File: src/rtl/vga_pkg.sv
// Shared constants and FSM encoding for the VGA frame-buffer write path.
package vga_pkg;

    localparam int DEF_H_RES  = 640;
    localparam int DEF_V_RES  = 480;
    localparam int DEF_ADDR_W = 19;
    localparam int DEF_DATA_W = 8;

    localparam int FRAME_PIXELS = DEF_H_RES * DEF_V_RES;

    // Width of the x/y raster coordinates.
    localparam int XY_W = 10;

    typedef enum logic [1:0] {
        ST_IDLE   = 2'd0,
        ST_STREAM = 2'd1,
        ST_FILL   = 2'd2
    } wr_state_t;

endpackage

File: src/rtl/fb_raster_counter.sv
// Raster position tracker: x/y coordinates plus the linear frame address,
// built incrementally so that addr == y*H_RES + x without a multiplier.
module fb_raster_counter
    import vga_pkg::*;
#(
    parameter int H_RES  = DEF_H_RES,
    parameter int V_RES  = DEF_V_RES,
    parameter int ADDR_W = DEF_ADDR_W
) (
    input  logic              clock,
    input  logic              reset,
    input  logic              clear,
    input  logic              step,
    output logic [XY_W-1:0]   x,
    output logic [XY_W-1:0]   y,
    output logic [ADDR_W-1:0] addr,
    output logic              last
);

    localparam logic [XY_W-1:0]   X_LAST   = XY_W'(H_RES - 1);
    localparam logic [XY_W-1:0]   Y_LAST   = XY_W'(V_RES - 1);
    localparam logic [XY_W-1:0]   XY_ONE   = XY_W'(1);
    localparam logic [ADDR_W-1:0] ADDR_ONE = ADDR_W'(1);
    localparam logic [ADDR_W-1:0] ROW_STEP = ADDR_W'(H_RES);

    logic [ADDR_W-1:0] row_base;

    assign last = (x == X_LAST) && (y == Y_LAST);

    // Stepping past the final pixel returns everything to the origin, so
    // the counters already sit at zero when the writer drops back to idle.
    always_ff @(posedge clock or negedge reset) begin
        if (!reset) begin
            x        <= '0;
            y        <= '0;
            row_base <= '0;
            addr     <= '0;
        end else if (clear || (step && last)) begin
            x        <= '0;
            y        <= '0;
            row_base <= '0;
            addr     <= '0;
        end else if (step) begin
            if (x == X_LAST) begin
                x        <= '0;
                y        <= y + XY_ONE;
                row_base <= row_base + ROW_STEP;
                addr     <= row_base + ROW_STEP;
            end else begin
                x    <= x + XY_ONE;
                addr <= addr + ADDR_ONE;
            end
        end
    end

endmodule

File: src/rtl/fb_pixel_writer.sv
// Frame-buffer write engine: streams raster-ordered pixels or a solid fill
// colour into the frame RAM write port, one pixel per clock at most.
module fb_pixel_writer
    import vga_pkg::*;
#(
    parameter int H_RES  = DEF_H_RES,
    parameter int V_RES  = DEF_V_RES,
    parameter int ADDR_W = DEF_ADDR_W,
    parameter int DATA_W = DEF_DATA_W
) (
    input  logic              clock,
    input  logic              reset,
    input  logic              frame_start,
    input  logic              fill_start,
    input  logic [DATA_W-1:0] fill_color,
    input  logic              abort,
    input  logic              pix_valid,
    input  logic [DATA_W-1:0] pix_data,
    output logic              pix_ready,
    output logic              wr_en,
    output logic [ADDR_W-1:0] wr_addr,
    output logic [DATA_W-1:0] wr_data,
    output logic              busy,
    output logic              frame_done,
    output logic [XY_W-1:0]   cur_x,
    output logic [XY_W-1:0]   cur_y
);

    wr_state_t         state, state_nxt;
    logic              step;
    logic              clear;
    logic              last;
    logic [ADDR_W-1:0] addr;
    logic [DATA_W-1:0] fill_q;

    fb_raster_counter #(
        .H_RES  (H_RES),
        .V_RES  (V_RES),
        .ADDR_W (ADDR_W)
    ) u_cnt (
        .clock (clock),
        .reset (reset),
        .clear (clear),
        .step  (step),
        .x     (cur_x),
        .y     (cur_y),
        .addr  (addr),
        .last  (last)
    );

    always_ff @(posedge clock or negedge reset) begin
        if (!reset) state <= ST_IDLE;
        else        state <= state_nxt;
    end

    // pix_ready is a registered copy of (state == STREAM), so it is a valid
    // acceptance qualifier for the pixel sampled at this edge.
    always_comb begin
        state_nxt = state;
        step      = 1'b0;
        clear     = 1'b0;
        case (state)
            ST_IDLE: begin
                if (fill_start) begin
                    state_nxt = ST_FILL;
                    clear     = 1'b1;
                end else if (frame_start) begin
                    state_nxt = ST_STREAM;
                    clear     = 1'b1;
                end
            end
            ST_STREAM: begin
                if (abort) begin
                    state_nxt = ST_IDLE;
                    clear     = 1'b1;
                end else if (pix_valid && pix_ready) begin
                    step = 1'b1;
                    if (last) state_nxt = ST_IDLE;
                end
            end
            ST_FILL: begin
                if (abort) begin
                    state_nxt = ST_IDLE;
                    clear     = 1'b1;
                end else begin
                    step = 1'b1;
                    if (last) state_nxt = ST_IDLE;
                end
            end
            default: begin
                state_nxt = ST_IDLE;
                clear     = 1'b1;
            end
        endcase
    end

    always_ff @(posedge clock or negedge reset) begin
        if (!reset) begin
            pix_ready  <= 1'b0;
            wr_en      <= 1'b0;
            wr_addr    <= '0;
            wr_data    <= '0;
            busy       <= 1'b0;
            frame_done <= 1'b0;
            fill_q     <= '0;
        end else begin
            pix_ready  <= (state_nxt == ST_STREAM);
            busy       <= (state_nxt != ST_IDLE);
            wr_en      <= step;
            frame_done <= step && last;
            if (state == ST_IDLE && fill_start)
                fill_q <= fill_color;
            if (step) begin
                wr_addr <= addr;
                wr_data <= (state == ST_FILL) ? fill_q : pix_data;
            end
        end
    end

endmodule

File: config.mk
export PLATFORM = sky130hd
export DESIGN_NAME = fb_pixel_writer
export DESIGN_NICKNAME = d
export VERILOG_FILES = /design/src/rtl/vga_pkg.sv /design/src/rtl/fb_raster_counter.sv /design/src/rtl/fb_pixel_writer.sv
export SDC_FILE = /design/constraint.sdc
export NUM_CORES = 1
export LEC_CHECK = 0
export CAP_MARGIN = 20
export CORE_UTILIZATION = 50
export CTS_CLUSTER_SIZE = 20
export DETAILED_ROUTE_END_ITERATION = 10
export PLACE_DENSITY = 0.76
export RECOVER_POWER = 50
export SYNTH_ARGS = -nofsm -noshare
export SYNTH_HDL_FRONTEND = slang
export SYNTH_SLANG_ARGS = --single-unit
File: constraint.sdc
create_clock -name clock -period 3.9 [get_ports clock]
set_clock_uncertainty 0.1 [all_clocks]
set_input_delay 0.975 -clock clock [delete_from_list [all_inputs] [get_ports clock]]
set_output_delay 0.975 -clock clock [all_outputs]
set_load 0.01 [all_outputs]
==> impl_metrics.tcl <==
set metrics [dict create \
    peakVddDrop_mv 0.356 \
    place_congestion 0.869 \
    syn_area_mm2 0.00456 \
    io_buffers 72 \
    slew_violations 44 \
    drt-pass1-iter-count 5 \
    clk_latency_ns 0.36 \
    synth_nets 515 \
    cp_data_arrival_time_ns 3.45 \
    cts_resized 0 \
    timing.slew.headroom -0.559 \
    power_leakage_nw 2.43 \
    async_reset_ff_frac 1.00 \
    critPathMaxStageDelay_ns 0.78 \
    clock_sinks 92 \
    synth.most_common_cell "nand2_1" \
    max_freq_ghz 0.307 \
    cp_max_fo 25 \
    vias 3939 \
    dp_hpwl_um 7750 \
    critPathSlowestCell "clkbuf_1" \
    dieArea_mm2 0.00951 \
    overflow 0 \
    synthCells 485 \
    wl_met2_um 5340 \
    wirelength_um 11100 \
    fin_area_mm2 0.00559 \
    clkSlewWorstSetupHoldPaths_ns 0.09 \
    drt-met1-wl_um 4990 \
    synth.area.top_cells "dfrtp_1 (50%), nand2_1 (7.9%), o21ai_0 (4.3%), nor2_1 (3.0%), xor2_1 (2.5%)" \
    yosysTopAreaCellShare 0.505 \
    path_cells "clkdlybuf4s50_1 -> a31o_2 -> nand2_1 -> clkbuf_1 -> o21ai_1 -> buf_4 -> nor2_1" \
    cts_max_level 3 \
    yosys-top-cells-count "nand2_1 (96), dfrtp_1 (92), o21ai_0 (39)" \
    setup_viol 0 \
    r2r_start "state[0]" \
    r2r_setup_slack_ns 0.76 \
    top_layer "met4" \
    crit_start "pix_valid" \
    finalHoldViolCount 0 \
    layout-drive-gt1-share 0.0731 \
    rr_worst_depth 8 \
    grt_pass1_vias 3920 \
    cts_tree "built" \
    fin_setup_tns_ns 0 \
    outcome "finished, violations left" \
    crit_type "in2reg" \
    synth.avg_cell_area_um2 9.41 \
    ctsHoldBuffers 0 \
    endpoint "u_cnt.addr[4]" \
    min_period_ns 3.26 \
    io-pin-count 73 \
    cts_buffers 9 \
    place_area_mm2 0.00540 \
    core_area_mm2 0.00876 \
    synth-edff-count 0 \
    first_iter_violations 287 \
    rows 34 \
    antenna_found_initial 0 \
    fin_crit_sh 0.835 \
    die_w_um 97.5 \
    yosysTopAreaCell "dfrtp_1" \
    via_per_inst 5.89 \
    cp-end-kind "flip-flop" \
    worst_pin_slew_ns 2.34 \
    num-nets-final 587 \
    synth_seq_cells 92 \
    r2r-end "u_cnt.addr[4]" \
    crit_required_ns 4.09 \
    antenna_left 0 \
    yosysWarnings 0 \
    cap_violations 1 \
    hold_path_class "reg2reg" \
    diodes 0 \
    start_kind "input port" \
    ys_seq_area_frac 0.505 \
    clk_path_buf_depth 2 \
    synth_cell_type_count 58 \
    holdWs_ns 0.376 \
    drc 0 \
    grt.total_usage 0.240 \
    post_drt_wl_per_cell_um 16.6 \
    violations "max-capacitance violations, max-slew violations" \
    cts_root_buffer "clkbuf_8" \
    post_cts_buffers 0 \
    synth_ff_type "dfrtp_1" \
    power.density_mw_per_mm2 458 \
    start_util 0.521 \
    syn2layout_area_growth_pct 22.5 \
    die_y_um 97.5 \
    rsz0062_at_grt "false" \
    dr_wl_met3_um 520 \
    grt_max_degree 44 \
    grt_first_pass_wirelength_um 18500 \
]
[cells in the final DEF, fill, tap and decap left out, types with 3 or more instances in the layout]
master / n
nand4_1: 15
dfrtp_1: 92
xnor2_1: 7
a31oi_1: 4
mux2i_1: 8
clkbuf_1: 5
o211ai_1: 3
o21ai_0: 39
and3_1: 7
a21oi_1: 21
dlygate4sd3_1: 6
nor3_1: 9
or3_1: 11
xor2_1: 13
a22o_1: 5
mux2_2: 9
inv_1: 11
ha_1: 8
clkbuf_8: 9
or4_1: 3
buf_4: 7
o21a_1: 3
clkdlybuf4s50_1: 65
nor2_1: 36
a21o_1: 3
nand3_1: 18
nand2_1: 96
o22ai_1: 3
[power by group]
group          leakage, nW  switching [W]  internal (W)  total [W]
Clock               0.0956       0.000337      0.000358   0.000696
Combinational         1.09       0.000448      0.000294   0.000742
Sequential            1.25      0.0000654       0.00106    0.00112
[worst max-delay path: cells and delay by family]
kind	cells	cell delay [ns]
buffers and inverters	3	1.55
and+or+nand+nor	2	0.23
AOI/OAI and AO/OA	2	0.69
[state kept, by name, summed over array words and instances, names as in the netlist, 2 cells and up]
| register | flops |
|---|---|
| u_cnt.y | 10 |
| u_cnt.row_base | 12 |
| state | 2 |
| u_cnt.x | 10 |
| wr_data | 8 |
| wr_addr | 19 |
| u_cnt.addr | 19 |
| fill_q | 8 |
[routing by layer]
metal / vias to the layer above / global-route usage
met5: - / 0
met4: 0 / 0.0984
met3: 22 / 0.0489
met2: 131 / 0.390
met1: 1929 / 0.315
li1: 1857 / -
[how the worst min path moves through the flow]
stage                  startpoint                 end  slack (ns)  cells after the start
2_1_floorplan  u_cnt.row_base[18]  u_cnt.row_base[18]        0.37                      2
3_3_place_gp          wr_addr[14]         wr_addr[14]        0.36                      2
3_5_place_dp          wr_addr[14]         wr_addr[14]        0.36                      2
4_1_cts               wr_addr[14]         wr_addr[14]        0.38                      2
5_1_grt               wr_addr[12]         wr_addr[12]        0.41                      2
6_report              wr_addr[13]         wr_addr[13]        0.38                      2
[layout make-up]
cell class | count | area (um2)
inverters | 11 | 41.3
clock buffers | 11 | 131
repair buffers | 81 | 774
flip-flops and latches | 92 | 2300
clock inverters | 4 | 75.1
well taps | 108 | 135
fillers | 770 | 3170
multi-input cells | 362 | 2130
[through the flow]
stage / setup slack (ns) / power [W] / utilization / std cells
after floorplan: 1.49 / 0.00158 / - / 485
after global placement: 0.780 / 0.00186 / 0.616 / 654
after detailed placement: 0.683 / 0.00189 / 0.616 / 654
after CTS: 1.06 / 0.00258 / 0.639 / 669
after global routing: 0.446 / 0.00269 / 0.638 / 669
final: 0.643 / 0.00256 / 0.638 / 669
[cells by family (layout without fill, tap and decap cells)]
| group | Yosys count | count (layout) | synth area share |
|---|---|---|---|
| simple gates | 214 | 214 | 0.225 |
| compound gates | 103 | 103 | 0.142 |
| flops | 92 | 92 | 0.505 |
| buf+inv | 31 | 107 | 0.0282 |
| xor+xnor | 20 | 20 | 0.0384 |
| mux | 17 | 17 | 0.0398 |
| fa+ha+maj | 8 | 8 | 0.0219 |
Power figures use the tool's default switching activity.
==> RTL edit: new RTL, same flow settings <==
Encoding of `wr_state_t`: now one-hot (3 bits for 3 states).
--- a/src/rtl/vga_pkg.sv
+++ b/src/rtl/vga_pkg.sv
@@ -11,10 +11,10 @@
     // Width of the x/y raster coordinates.
     localparam int XY_W = 10;
 
-    typedef enum logic [1:0] {
-        ST_IDLE   = 2'd0,
-        ST_STREAM = 2'd1,
-        ST_FILL   = 2'd2
+    typedef enum logic [2:0] {
+        ST_IDLE   = 3'b001,
+        ST_STREAM = 3'b010,
+        ST_FILL   = 3'b100
     } wr_state_t;
 
 endpackage
Behaviour: same outputs for any inputs over 4 cycles, from zero or initial values and one cycle with reset low; so few cycles prove little.
==> RTL edit against the unedited design <==
The run ends with design-rule violations left. Setup slack improved by 0.049 ns. Design area stayed put. Area after synthesis up 0.22%. Routed wire length grew 2.0%. Sequential cell count grew 1. Total power fell by 7.8%. First-iteration DRC count grew 2.1%. Die area rose by 0.22%. Count of clock-buffer cells in the layout fell by 1. Critical endpoint is now u_cnt.y[8]$_DFFE_PN0P_.
==> RTL edit: results (changes against the unedited design) <==
RUN STATUS
-------------------------------------------------------------------
Result of the run                                      complete, but fails checks
Violated checks                                        design-rule violations

PLACED DESIGN
-------------------------------------------------------------------
Placer congestion estimate                                   0.8717   +0.30%
Worst-case setup slack after placement                    0.5115 ns   -0.1711 ns
Post-Place Cells                                                655   +0.15%

GRT
-------------------------------------------------------------------
GR Util met1                                                 0.3362   +0.02153
Met3 demand-to-capacity share in global routing             0.07410   +0.02518
Total track usage                                            0.2555   +0.01527
First-pass GRT wire length                                 19.46 mm   +5.2%
Pin count of the biggest net entering global routing             60   +36%

LAYOUT
-------------------------------------------------------------------
Layout net count                                                584   -0.51%
Repair and plain buffers                                         86   +6.2%
Sequential fraction of total cell area                       0.4164   +0.004698

POWER
-------------------------------------------------------------------
Combinational power                                          624 uW   -16%
LEAKAGE                                                 0.002359 uW   -3.1%
Share of total power in combinational logic                   0.264   -0.026

LOGIC SYNTHESIS
-------------------------------------------------------------------
Fraction of the yosys area taken by sequential cells         0.5092   +0.004641
Synth Area in XOR/XNOR                                      0.02873   -0.009660
Adder-cell share of the synthesized area                    0.01094   -0.01099
Post-synthesis compound-gate area fraction                   0.1767   +0.03471
Largest cells by area after synthesis                  sky130_fd_sc_hd__dfrtp_1, sky130_fd_sc_hd__nand2_1, sky130_fd_sc_hd__o21ai_0
Multiplexer share of the synthesized area                   0.03967   -0.00008702

DETAILED ROUTING
-------------------------------------------------------------------
DRC violation count after routing                                16   +16
DR WL met2                                                 5.294 mm   -0.82%
Routed via count                                              4,065   +3.2%

SETUP PATH
-------------------------------------------------------------------
Reg-to-reg setup timing slack                               1.06 ns   +0.30 ns
CP arrival                                                  3.37 ns   -0.08 ns

CLOCK NETWORK
-------------------------------------------------------------------
Clock sink count                                                 93   +1.1%

==> RTL edit: how the worst min path moves through the flow <==
stage                               start                       to  slack, ns
6_report           wr_data[2]$_DFFE_PN0P_   wr_data[2]$_DFFE_PN0P_       0.38
5_1_grt            wr_data[4]$_DFFE_PN0P_   wr_data[4]$_DFFE_PN0P_       0.41
4_1_cts           wr_addr[16]$_DFFE_PN0P_  wr_addr[16]$_DFFE_PN0P_       0.39
3_5_place_dp      wr_addr[16]$_DFFE_PN0P_  wr_addr[16]$_DFFE_PN0P_       0.36
3_3_place_gp       wr_data[7]$_DFFE_PN0P_   wr_data[7]$_DFFE_PN0P_       0.36
2_1_floorplan  u_cnt.addr[12]$_DFFE_PN0P_  wr_addr[12]$_DFFE_PN0P_       0.36
==> RTL edit: cell families (layout without fill, tap and decap cells) <==
group                      after synthesis  in the layout
AOI/OAI and AO/OA                      132            132
xor gates and xnor gates                15             15
adders and majority gates                4              4
buffers and inverters                   37            114
DFF                                     93             93
muxes                                   17             17
and+or+nand+nor                        187            187
